## config.mk

```make
export PLATFORM = sky130hd
export DESIGN_NAME = l2_req_arb
export DESIGN_NICKNAME = d
export VERILOG_FILES = /design/src/rtl/l2_req_arb_pkg.sv /design/src/rtl/l2_req_arb_fifo.sv /design/src/rtl/l2_req_arb.sv
export SDC_FILE = /design/constraint.sdc
export NUM_CORES = 1
export LEC_CHECK = 0
export CORE_ASPECT_RATIO = 0.5
export CORE_MARGIN = 3
export CORE_UTILIZATION = 57
export DETAILED_ROUTE_END_ITERATION = 12
export GPL_TIMING_DRIVEN = 0
export PLACE_DENSITY = 0.79
export SYNTH_ARGS = -nofsm -noshare
export SYNTH_HDL_FRONTEND = slang
export SYNTH_HIERARCHICAL = 1
export SYNTH_SLANG_ARGS = --single-unit
export TNS_END_PERCENT = 50
```

## constraint.sdc

```tcl
create_clock -name clk -period 3.72 [get_ports clk]
set_clock_uncertainty 0.2 [all_clocks]
set_input_delay 0.558 -clock clk [delete_from_list [all_inputs] [get_ports clk]]
set_output_delay 0.558 -clock clk [all_outputs]
set_load 0.01 [all_outputs]
```

## src/rtl/l2_req_arb_pkg.sv

```systemverilog
// Shared types and constants for the L1-to-L2 request arbiter.
// Request payload fields define the default request width.
package l2_req_arb_pkg;

    typedef logic [4:0]  L1_reqid_type;
    typedef logic [2:0]  SC_cmd_type;
    typedef logic [12:0] SC_pcsign_type;
    typedef logic [11:0] SC_poffset_type;
    typedef logic [2:0]  SC_ppaddr_type;

    localparam int L2_ARB_MAXPORTS = 8;
    localparam int L2_REQ_WIDTH    = $bits(L1_reqid_type) + $bits(SC_cmd_type) +
                                     $bits(SC_pcsign_type) + $bits(SC_poffset_type) +
                                     $bits(SC_ppaddr_type);

    localparam logic [6:0] STATS_MAX = 7'd127;

    // Saturating add for the 7-bit statistics counters.
    function automatic logic [6:0] sat_add7(input logic [6:0] a, input logic [3:0] b);
        logic [7:0] sum_s;
        sum_s = {1'b0, a} + {4'b0000, b};
        if (sum_s > {1'b0, STATS_MAX}) begin
            return STATS_MAX;
        end else begin
            return sum_s[6:0];
        end
    endfunction

endpackage

```

## src/rtl/l2_req_arb_fifo.sv

```systemverilog
// Per-port request FIFO: circular buffer with naturally wrapping pointers.
// full/empty are registered so back-pressure never depends on the sender's valid.
module l2_req_fifo
    import l2_req_arb_pkg::*;
#(
    parameter int WIDTH = L2_REQ_WIDTH,
    parameter int DEPTH = 4
) (
    input  logic             clk,
    input  logic             reset,
    input  logic             push,
    input  logic [WIDTH-1:0] push_data,
    input  logic             pop,
    output logic [WIDTH-1:0] pop_data,
    output logic             full,
    output logic             empty
);

    localparam int AW = $clog2(DEPTH);
    localparam logic [AW:0]   CNT_ONE   = (AW+1)'(1);
    localparam logic [AW:0]   CNT_ZERO  = (AW+1)'(0);
    localparam logic [AW:0]   CNT_FULL  = (AW+1)'(DEPTH);
    localparam logic [AW-1:0] PTR_ONE   = AW'(1);
    localparam logic [AW-1:0] PTR_ZERO  = AW'(0);

    logic [WIDTH-1:0] mem_r [DEPTH];
    logic [AW-1:0]    rd_ptr_r;
    logic [AW-1:0]    wr_ptr_r;
    logic [AW:0]      count_r;
    logic [AW:0]      count_nxt_s;
    logic             full_r;
    logic             empty_r;
    logic             do_push_s;
    logic             do_pop_s;

    assign do_push_s = push && !full_r;
    assign do_pop_s  = pop && !empty_r;
    assign pop_data  = mem_r[rd_ptr_r];
    assign full      = full_r;
    assign empty     = empty_r;

    // Next occupancy; a simultaneous push and pop leaves it unchanged.
    always_comb begin
        count_nxt_s = count_r;
        case ({do_push_s, do_pop_s})
            2'b10:   count_nxt_s = count_r + CNT_ONE;
            2'b01:   count_nxt_s = count_r - CNT_ONE;
            default: count_nxt_s = count_r;
        endcase
    end

    // Pointer, occupancy and flag registers.
    always_ff @(posedge clk) begin
        if (!reset) begin
            rd_ptr_r <= PTR_ZERO;
            wr_ptr_r <= PTR_ZERO;
            count_r  <= CNT_ZERO;
            full_r   <= 1'b0;
            empty_r  <= 1'b1;
        end else begin
            if (do_push_s) begin
                wr_ptr_r <= wr_ptr_r + PTR_ONE;
            end
            if (do_pop_s) begin
                rd_ptr_r <= rd_ptr_r + PTR_ONE;
            end
            count_r <= count_nxt_s;
            full_r  <= (count_nxt_s == CNT_FULL);
            empty_r <= (count_nxt_s == CNT_ZERO);
        end
    end

    // Payload storage; contents behind the read pointer are don't-care.
    always_ff @(posedge clk) begin
        if (do_push_s) begin
            mem_r[wr_ptr_r] <= push_data;
        end
    end

endmodule

```

## src/rtl/l2_req_arb.sv

```systemverilog
// Merges NPORTS L1 request channels into one registered L2 request port
// using round-robin arbitration. Optional counters: L2_REQ_ARB_STATS_EN.
module l2_req_arb
    import l2_req_arb_pkg::*;
#(
    parameter int NPORTS = 2,
    parameter int DEPTH  = 4,
    parameter int WIDTH  = L2_REQ_WIDTH,
    parameter int PW     = $clog2(NPORTS)
) (
    input  logic                    clk,
    input  logic                    reset,
    input  logic [NPORTS-1:0]       in_valid,
    output logic [NPORTS-1:0]       in_retry,
    input  logic [NPORTS*WIDTH-1:0] in_data,
    output logic                    out_valid,
    input  logic                    out_retry,
    output logic [WIDTH-1:0]        out_data,
    output logic [PW-1:0]           out_port
`ifdef L2_REQ_ARB_STATS_EN
    ,
    output logic [6:0]              stats_nreqs,
    output logic [6:0]              stats_nstall
`endif
);

    logic [NPORTS-1:0] push_s;
    logic [NPORTS-1:0] pop_s;
    logic [NPORTS-1:0] full_s;
    logic [NPORTS-1:0] empty_s;
    logic [WIDTH-1:0]  head_s [NPORTS];
    logic [PW-1:0]     grant_s;
    logic              grant_vld_s;
    logic              load_s;
    logic [PW-1:0]     last_grant_r;
    logic              out_valid_r;
    logic [WIDTH-1:0]  out_data_r;
    logic [PW-1:0]     out_port_r;

    assign in_retry  = full_s;
    assign push_s    = in_valid & ~full_s;
    assign load_s    = (!out_valid_r || !out_retry) && grant_vld_s;
    assign out_valid = out_valid_r;
    assign out_data  = out_data_r;
    assign out_port  = out_port_r;

    for (genvar p = 0; p < NPORTS; p++) begin : g_fifo
        l2_req_fifo #(
            .WIDTH(WIDTH),
            .DEPTH(DEPTH)
        ) u_fifo (
            .clk      (clk),
            .reset    (reset),
            .push     (push_s[p]),
            .push_data(in_data[p*WIDTH +: WIDTH]),
            .pop      (pop_s[p]),
            .pop_data (head_s[p]),
            .full     (full_s[p]),
            .empty    (empty_s[p])
        );
    end

    // Round-robin search: first non-empty port strictly after last_grant.
    always_comb begin : rr_search
        logic [PW-1:0] cand_s;
        cand_s      = last_grant_r;
        grant_s     = last_grant_r;
        grant_vld_s = 1'b0;
        for (int off = 1; off <= NPORTS; off++) begin
            cand_s = PW'((int'(last_grant_r) + off) % NPORTS);
            if (!grant_vld_s && !empty_s[cand_s]) begin
                grant_vld_s = 1'b1;
                grant_s     = cand_s;
            end else begin
                grant_vld_s = grant_vld_s;
            end
        end
    end

    // Pop only the FIFO whose head is moving into the output stage.
    always_comb begin
        pop_s = {NPORTS{1'b0}};
        if (load_s) begin
            pop_s[grant_s] = 1'b1;
        end else begin
            pop_s = {NPORTS{1'b0}};
        end
    end

    // Output stage: load on grant, clear when drained with nothing pending, else hold.
    always_ff @(posedge clk) begin
        if (!reset) begin
            out_valid_r  <= 1'b0;
            out_data_r   <= {WIDTH{1'b0}};
            out_port_r   <= {PW{1'b0}};
            last_grant_r <= PW'(NPORTS - 1);
        end else if (load_s) begin
            out_valid_r  <= 1'b1;
            out_data_r   <= head_s[grant_s];
            out_port_r   <= grant_s;
            last_grant_r <= grant_s;
        end else if (!out_valid_r || !out_retry) begin
            out_valid_r  <= 1'b0;
        end
    end

`ifdef L2_REQ_ARB_STATS_EN
    logic [6:0] nreqs_r;
    logic [6:0] nstall_r;
    logic [3:0] nacc_s;

    // Number of input transfers this cycle.
    always_comb begin
        nacc_s = 4'd0;
        for (int p = 0; p < NPORTS; p++) begin
            nacc_s = nacc_s + {3'b000, push_s[p]};
        end
    end

    // Saturating request and stall counters.
    always_ff @(posedge clk) begin
        if (!reset) begin
            nreqs_r  <= 7'd0;
            nstall_r <= 7'd0;
        end else begin
            nreqs_r  <= sat_add7(nreqs_r, nacc_s);
            nstall_r <= sat_add7(nstall_r, {3'b000, (out_valid_r && out_retry)});
        end
    end

    assign stats_nreqs  = nreqs_r;
    assign stats_nstall = nstall_r;
`endif

endmodule

```

==> impl_results.md, run 1 <==
- Top post-synthesis cells by area: edfxtp_1 65%, mux4_2 10%, dfxtp_1 9.1%
- Relative slew slack: 0.425
- Die width: 223 um
- Synth Area in Adders: 0.0123
- Simple-gate share of the synthesized area: 0.0358
- DP Area: 15100 um2
- Post-synthesis xor/xnor area fraction: 0.00654
- Clk Latency, worst-skew pair: 0.54 ns
- HPWL after detailed placement: 19200 um
- Fill count: 1312
- Final Non-Filler Cells: 1191
- I/O pin count: 117
- Post-route ant nets: 0
- Hold Violations, Final: 0
- WP data required: 3.98 ns
- Register bit count reported by yosys: 349
- CP max FO: 10
- Hold Crit Class: flop to flop
- Clock Path Buffers: 3
- Clk root buf: clkbuf_16
- Peak VDD IR: 0.383 mV
- Design area: 16000 um2
- Placer's final routability congestion estimate: 0.880
- Final #Nets: 956
- Compound-Gate Fraction of Synth Area: 0.0510
- Most frequent cells after synthesis: 288 x edfxtp_1, 62 x o21ai_0, 61 x dfxtp_1
- Unique masters post-synth: 40
- Full die area: 25500 um2
- Wire per inst: 23.9 um
- Routed WL: 28500 um
- Largest family of logic cells by synthesized area: multiplexers
- GRT Max-Usage Layer: met2
- Number of flops mapped to enable cells by yosys: 288
- Seq/Total Area, Yosys: 0.737
- Mux contribution to synthesized area: 0.127
- Largest net degree at the start of global routing: 33
- M2 GR Usage: 0.365
- Synth Flop Type: edfxtp_1
- Final setup vio count: 0
- Status: finished clean
- Syn Nets: 801
- Max cap viols: 0
- CTS tree: built
- Post-synthesis cell area: 13400 um2
- Total gr overflow: 0
- Layout area overhead: 19.2%
- # rows: 38
- Cell Pwr Density: 690 nW/um2
- First DRT Iteration DRCs: 700
- Global-route wire length before repair: 42900 um
- Sink Count: 349
- Post-CTS resize count: 0
- Fin crit share: 0.880
- Share of cells above drive strength 1: 0.178
- Vias after detailed routing: 7172
- Share of the synthesized area in the top cell type: 0.646
- Max-slew violation count: 0
- Most frequent cell after synthesis: edfxtp_1
- CP Class: primary input to flop
- Placed Cells: 1136
- YS warnings: 6
- CP startpoint kind: primary input
- Worst setup EP type: flop
- Met1 GRT Util: 0.324
- Total CTS buffers: 29
- Gate Count Post-Synth: 712
- Core ar.: 22300 um2
- Die H: 114 um
- Leak: 5.23 nW
- Post CTS Setup Buffer Count: 0
- Vias in the first global route: 7165
- CP Data Arrival Time: 3.54 ns
- Drt pass-1 iters: 5
- Vias per cell: 6.02
- RSZ-0062 raised after global routing: no
- Fmax: 305 MHz
- Syn_area_per_cell: 18.8 um2
- Tightest Pin Transition: 0.859 ns
- Total GRT Usage: 0.225
- Initial core utilization: 0.599
- # port buffers: 116
- Residual DRC count: 0
- Antenna violations before repair: 1
- H-tree Lvls: 1
- FFs w/ async S/R, synth: 0
- Area leader, netlist: edfxtp_1
- # hold bufs at CTS: 0
- M3 GR Usage: 0.0441
- Clock-pin slew on the worst setup and hold paths: 0.07 ns
- Min Tclk post-route: 3.27 ns
==> final cells by class <==
type	instances	area, um2	area share
flip-flops and latches	349	9870	0.618
multi-input cells	306	3130	0.196
clock inverters	13	77.6	0.00486
well taps	300	375	0.0235
repair buffers	124	1330	0.0832
plain buffers	45	359	0.0225
inverters	12	45.0	0.00282
diodes	1	2.50	0.000157
clock buffers	41	781	0.0489
==> layout by cell type (no fill, tap or decap), drive strengths merged <==
cell	count
o31ai	1
clkinv	11
and3b	1
and3	1
a21boi	1
nor2b	9
buf	42
nor3	1
mux2i	3
dfxtp	61
a21oi	2
mux2	1
nor3b	3
nand3	37
o21a	2
a22oi	1
nand2	5
clkinvlp	1
inv	13
xor2	4
and2	20
or2	1
o21ai	76
xnor2	6
nor2	6
mux4	72
ha	10
a21o	1
clkdlybuf4s50	116
o221a	1
nand3b	2
a31oi	37
diode	1
fa	2
edfxtp	288
clkbuf	52
==> worst max-delay path, cell delays in order <==
cell and delay, ns:
clkdlybuf4s50_1 0.45, a22oi_2 0.28, buf_4 0.22, buf_6 0.16, a21boi_1 0.32, nor2b_1 0.29, ha_1 0.26, fa_1 0.20
xor2_1 0.26, mux2_2 0.38, o21ai_0 0.16
==> per-layer routing <==
metal	vias up	wire length, um
li1	3182	-
met1	3665	12200
met3	53	2000
met4	0	729
met2	272	13600
met5	-	0
==> sequential cells by signal (all words and copies together), names as in the netlist, named ones only <==
name                    count
out_port                    1
out_data                   36
g_fifo.u_fifo/rd_ptr_r      4
g_fifo.u_fifo/count_r       6
g_fifo.u_fifo/empty         2
last_grant_r                1
g_fifo.u_fifo/mem_r       288
out_valid                   1
g_fifo.u_fifo/full          2
g_fifo.u_fifo/wr_ptr_r      4
==> cell families after synthesis <==
logic type | after synthesis
XOR/XNOR | 10
AO/OA/AOI/OAI | 122
AND/OR/NAND/NOR | 86
adder cells (fa/ha/maj) | 12
flip-flops | 349
multiplexers | 76
buffers and inverters | 57
==> power by group <==
| group | switching, W | leakage, nW | internal (W) |
|---|---|---|---|
| registers | 0.000287 | 3.15 | 0.00484 |
| logic | 0.00162 | 1.67 | 0.00147 |
| clock network | 0.00132 | 0.419 | 0.00147 |
| total | 0.00323 | 5.23 | 0.00779 |
==> path summary, 6_finish.rpt <==
| check | start | end | slack [ns] | depth (start not counted) |
|---|---|---|---|---|
| max reg2reg | g_fifo[1].u_fifo/empty | g_fifo[1].u_fifo/empty | 0.54 | 10 |
| min reg2reg | out_valid | out_valid | 0.31 | 2 |
| max | out_retry | g_fifo[1].u_fifo/empty | 0.45 | 11 |
| min | out_valid | out_valid | 0.31 | 2 |
==> metrics by stage <==
stage / TNS, ns / utilization / power [W] / setup WS, ns / hold slack, ns
finish: 0 / 0.715 / 0.0110 / 0.445 / 0.311
global route: 0 / 0.715 / 0.0115 / 0.182 / 0.336
CTS: 0 / 0.715 / 0.0110 / 0.475 / 0.315
detailed placement: -0.0896 / 0.676 / 0.00826 / -0.0658 / 0.300
global placement: -1.92 / 0.668 / 0.00810 / -0.0236 / 0.301
floorplan: 0 / - / 0.00696 / 0.818 / 0.285
Power figures use the tool's default switching activity.
==> run 2, diff against run 1 <==
==> constraint.sdc (replaced) <==
create_clock -name clk -period 3.72 [get_ports clk]
set_clock_uncertainty 0.2 [all_clocks]
set_input_delay 0.744 -clock clk [delete_from_list [all_inputs] [get_ports clk]]
set_output_delay 0.744 -clock clk [all_outputs]
set_load 0.01 [all_outputs]
==> run 2 against run 1 <==
Against the previous run:
- clock power about the same
- register-to-register slack improved by 0.11 ns
- utilization about the same
- sequential cell count unchanged
- combinational power about the same
- non-clock buffer count unchanged
- largest cell class unchanged
==> impl_results.md, run 2 (synthesized netlist as in run 1, its figures left out) <==
- Clock-pin slew on the worst setup and hold paths: 0.07 ns (about the same)
- R2r worst-path depth: 10 (unchanged)
- Clk root buf: clkbuf_16
- Clock share of power: 0.253 (about the same)
- Fill count: 1312 (unchanged)
- Clock Path Buffers: 3 (unchanged)
- Global-route wire length before repair: 42900 um (unchanged)
- Worst flop-to-flop path endpoint: g_fifo[1].u_fifo/empty
- Full die area: 25500 um2 (unchanged)
- Placer's final routability congestion estimate: 0.880 (unchanged)
- Fmax: 298 MHz (-2.5%)
- DP Worst Slack: -0.252 ns (-0.186 ns)
- Commonest non-fill, non-tap cell in the layout: edfxtp_1
- Worst setup EP type: flop
- Final #Nets: 956 (unchanged)
- Sw Pwr: 0.00323 W (about the same)
- Worst R2R Setup Slack: 0.65 ns (+0.11 ns)
- Final setup vio count: 0 (unchanged)
- Tightest Pin Transition: 0.860 ns (+0.00137 ns)
- Initial core utilization: 0.599 (unchanged)
- Die H: 114 um (unchanged)
- Sequential cell fraction of total power: 0.465 (about the same)
- Relative slew slack: 0.425 (-0.000914)
- H-tree Lvls: 1 (unchanged)
- Vias after detailed routing: 7158 (-0.20%)
- Leak: 5.23 nW (about the same)
- Routed WL: 28500 um (about the same)
- Total CTS buffers: 29 (unchanged)
- RSZ-0062 raised after global routing: no
- Post-route ant nets: 0 (unchanged)
- Hold Crit Class: flop to flop
- Die width: 223 um (unchanged)
- Reg-to-reg critical path startpoint: g_fifo[1].u_fifo/empty
- Worst Setup SP: out_retry
- CP Data Arrival Time: 3.62 ns (+0.08 ns)
- Status: finished clean
- Layout area overhead: 19.2% (about the same)
- Antenna violations before repair: 1 (unchanged)
- Max cap viols: 0 (unchanged)
- Logic pwr share: 0.281 (about the same)
- Clk Latency, worst-skew pair: 0.54 ns (about the same)
- HPWL after detailed placement: 19200 um (unchanged)
- Fin worst setup slack: 0.362 ns (-0.0833 ns)
- Total GRT Usage: 0.225 (unchanged)
- First DRT Iteration DRCs: 700 (unchanged)
- Top reg by flops: g_fifo.u_fifo/mem_r
- Sw Ratio: 0.293 (about the same)
- Fin crit share: 0.903 (+0.0224)
- Wire per inst: 24.0 um (about the same)
- Share of cells above drive strength 1: 0.179 (+0.00112)
- # port buffers: 116 (unchanged)
- Internal power: 0.00779 W (about the same)
- Sink Count: 349 (unchanged)
- Vias in the first global route: 7165 (unchanged)
- CTS tree: built
- CP max FO: 10 (unchanged)
- Core ar.: 22300 um2 (unchanged)
- Number of flip-flops in the largest register: 288 (unchanged)
- I/O pin count: 117 (unchanged)
- Power Total: 0.0110 W (about the same)
- Cell Pwr Density: 690 nW/um2 (about the same)
- Hold Violations, Final: 0 (unchanged)
- WP data required: 3.98 ns (about the same)
- CP startpoint kind: primary input
- # rows: 38 (unchanged)
- Commonest cells after routing, fill and taps aside: 288 x edfxtp_1, 116 x clkdlybuf4s50_1, 62 x o21ai_0
- WHS: 0.311 ns (-0.000108 ns)
- Largest net degree at the start of global routing: 33 (unchanged)
- Min Tclk post-route: 3.36 ns (+0.0833 ns)
- Drt pass-1 iters: 5 (unchanged)
- Total gr overflow: 0 (unchanged)
- CP Class: primary input to flop
- Residual DRC count: 0 (unchanged)
- Max-slew violation count: 0 (unchanged)
- Peak VDD IR: 0.383 mV (+0.12%)
- Vias per cell: 6.01 (-0.20%)
- Critical Path End: g_fifo[1].u_fifo/empty
## run 2: cell counts in the layout (fill, tap and decap cells not counted)
No cell type changed its count.
## run 2: critical path: stages
cell and delay, ns:
clkdlybuf4s50_1 0.44, a22oi_2 0.28, buf_4 0.22, buf_6 0.16, a21boi_2 0.24, nor2b_1 0.27
ha_1 0.26, fa_1 0.20, xor2_1 0.26, mux2_2 0.38, o21ai_0 0.16
## run 2: cell type report
type / instances / area, um2 / share of cell area
Antenna cell: 1 / 2.50 / 0.000157
Buffer: 45 / 359 / 0.0225
Clock buffer: 41 / 781 / 0.0489
Timing Repair Buffer: 124 / 1330 / 0.0832
Clock inverter: 13 / 77.6 / 0.00486
Sequential cell: 349 / 9870 / 0.618
Inverter: 12 / 45.0 / 0.00282
Tap cell: 300 / 375 / 0.0235
Multi-Input combinational cell: 306 / 3140 / 0.196
## run 2: what timing repair did
action | 4_1_cts | 5_1_grt
endpoints found under the setup margin | 0 | 1
gates resized for setup | 0 | 1
buffers inserted | 0 | 0
hold buffers | 0 | 0
## run 2: worst min-delay path by stage
stage,start,end,slack [ns],cells past startpoint
floorplan,g_fifo[1].u_fifo/empty,out_valid,0.29,1
global placement,out_valid,out_valid,0.30,2
detailed placement,out_valid,out_valid,0.30,2
CTS,out_valid,out_valid,0.32,2
global route,out_valid,out_valid,0.34,2
finish,out_valid,out_valid,0.31,2
## run 2: power groups by stage
stage / clock network [W] / registers (W) / logic [W]
after floorplan: 0 / 0.00522 / 0.00174
after global placement: 0 / 0.00518 / 0.00292
after detailed placement: 0 / 0.00520 / 0.00307
after CTS: 0.00282 / 0.00512 / 0.00309
after global routing: 0.00299 / 0.00517 / 0.00331
final: 0.00279 / 0.00513 / 0.00310
## run 2: per-stage QoR
stage / setup TNS [ns] / cell area, um2 / utilization / cells
final: 0 / 16000 / 0.715 / 1191
after global routing: 0 / 16000 / 0.715 / 1191
after CTS: 0 / 16000 / 0.715 / 1190
after detailed placement: -0.587 / 15100 / 0.676 / 1136
after global placement: -43.15 / 14900 / 0.668 / 1128
after floorplan: 0 / 13400 / - / 712
## run 2: metal layers
metal,share of wire,global-route usage
met4,0.025,0.0567
met3,0.072,0.0441
met2,0.48,0.365
met1,0.42,0.324
met5,0,0
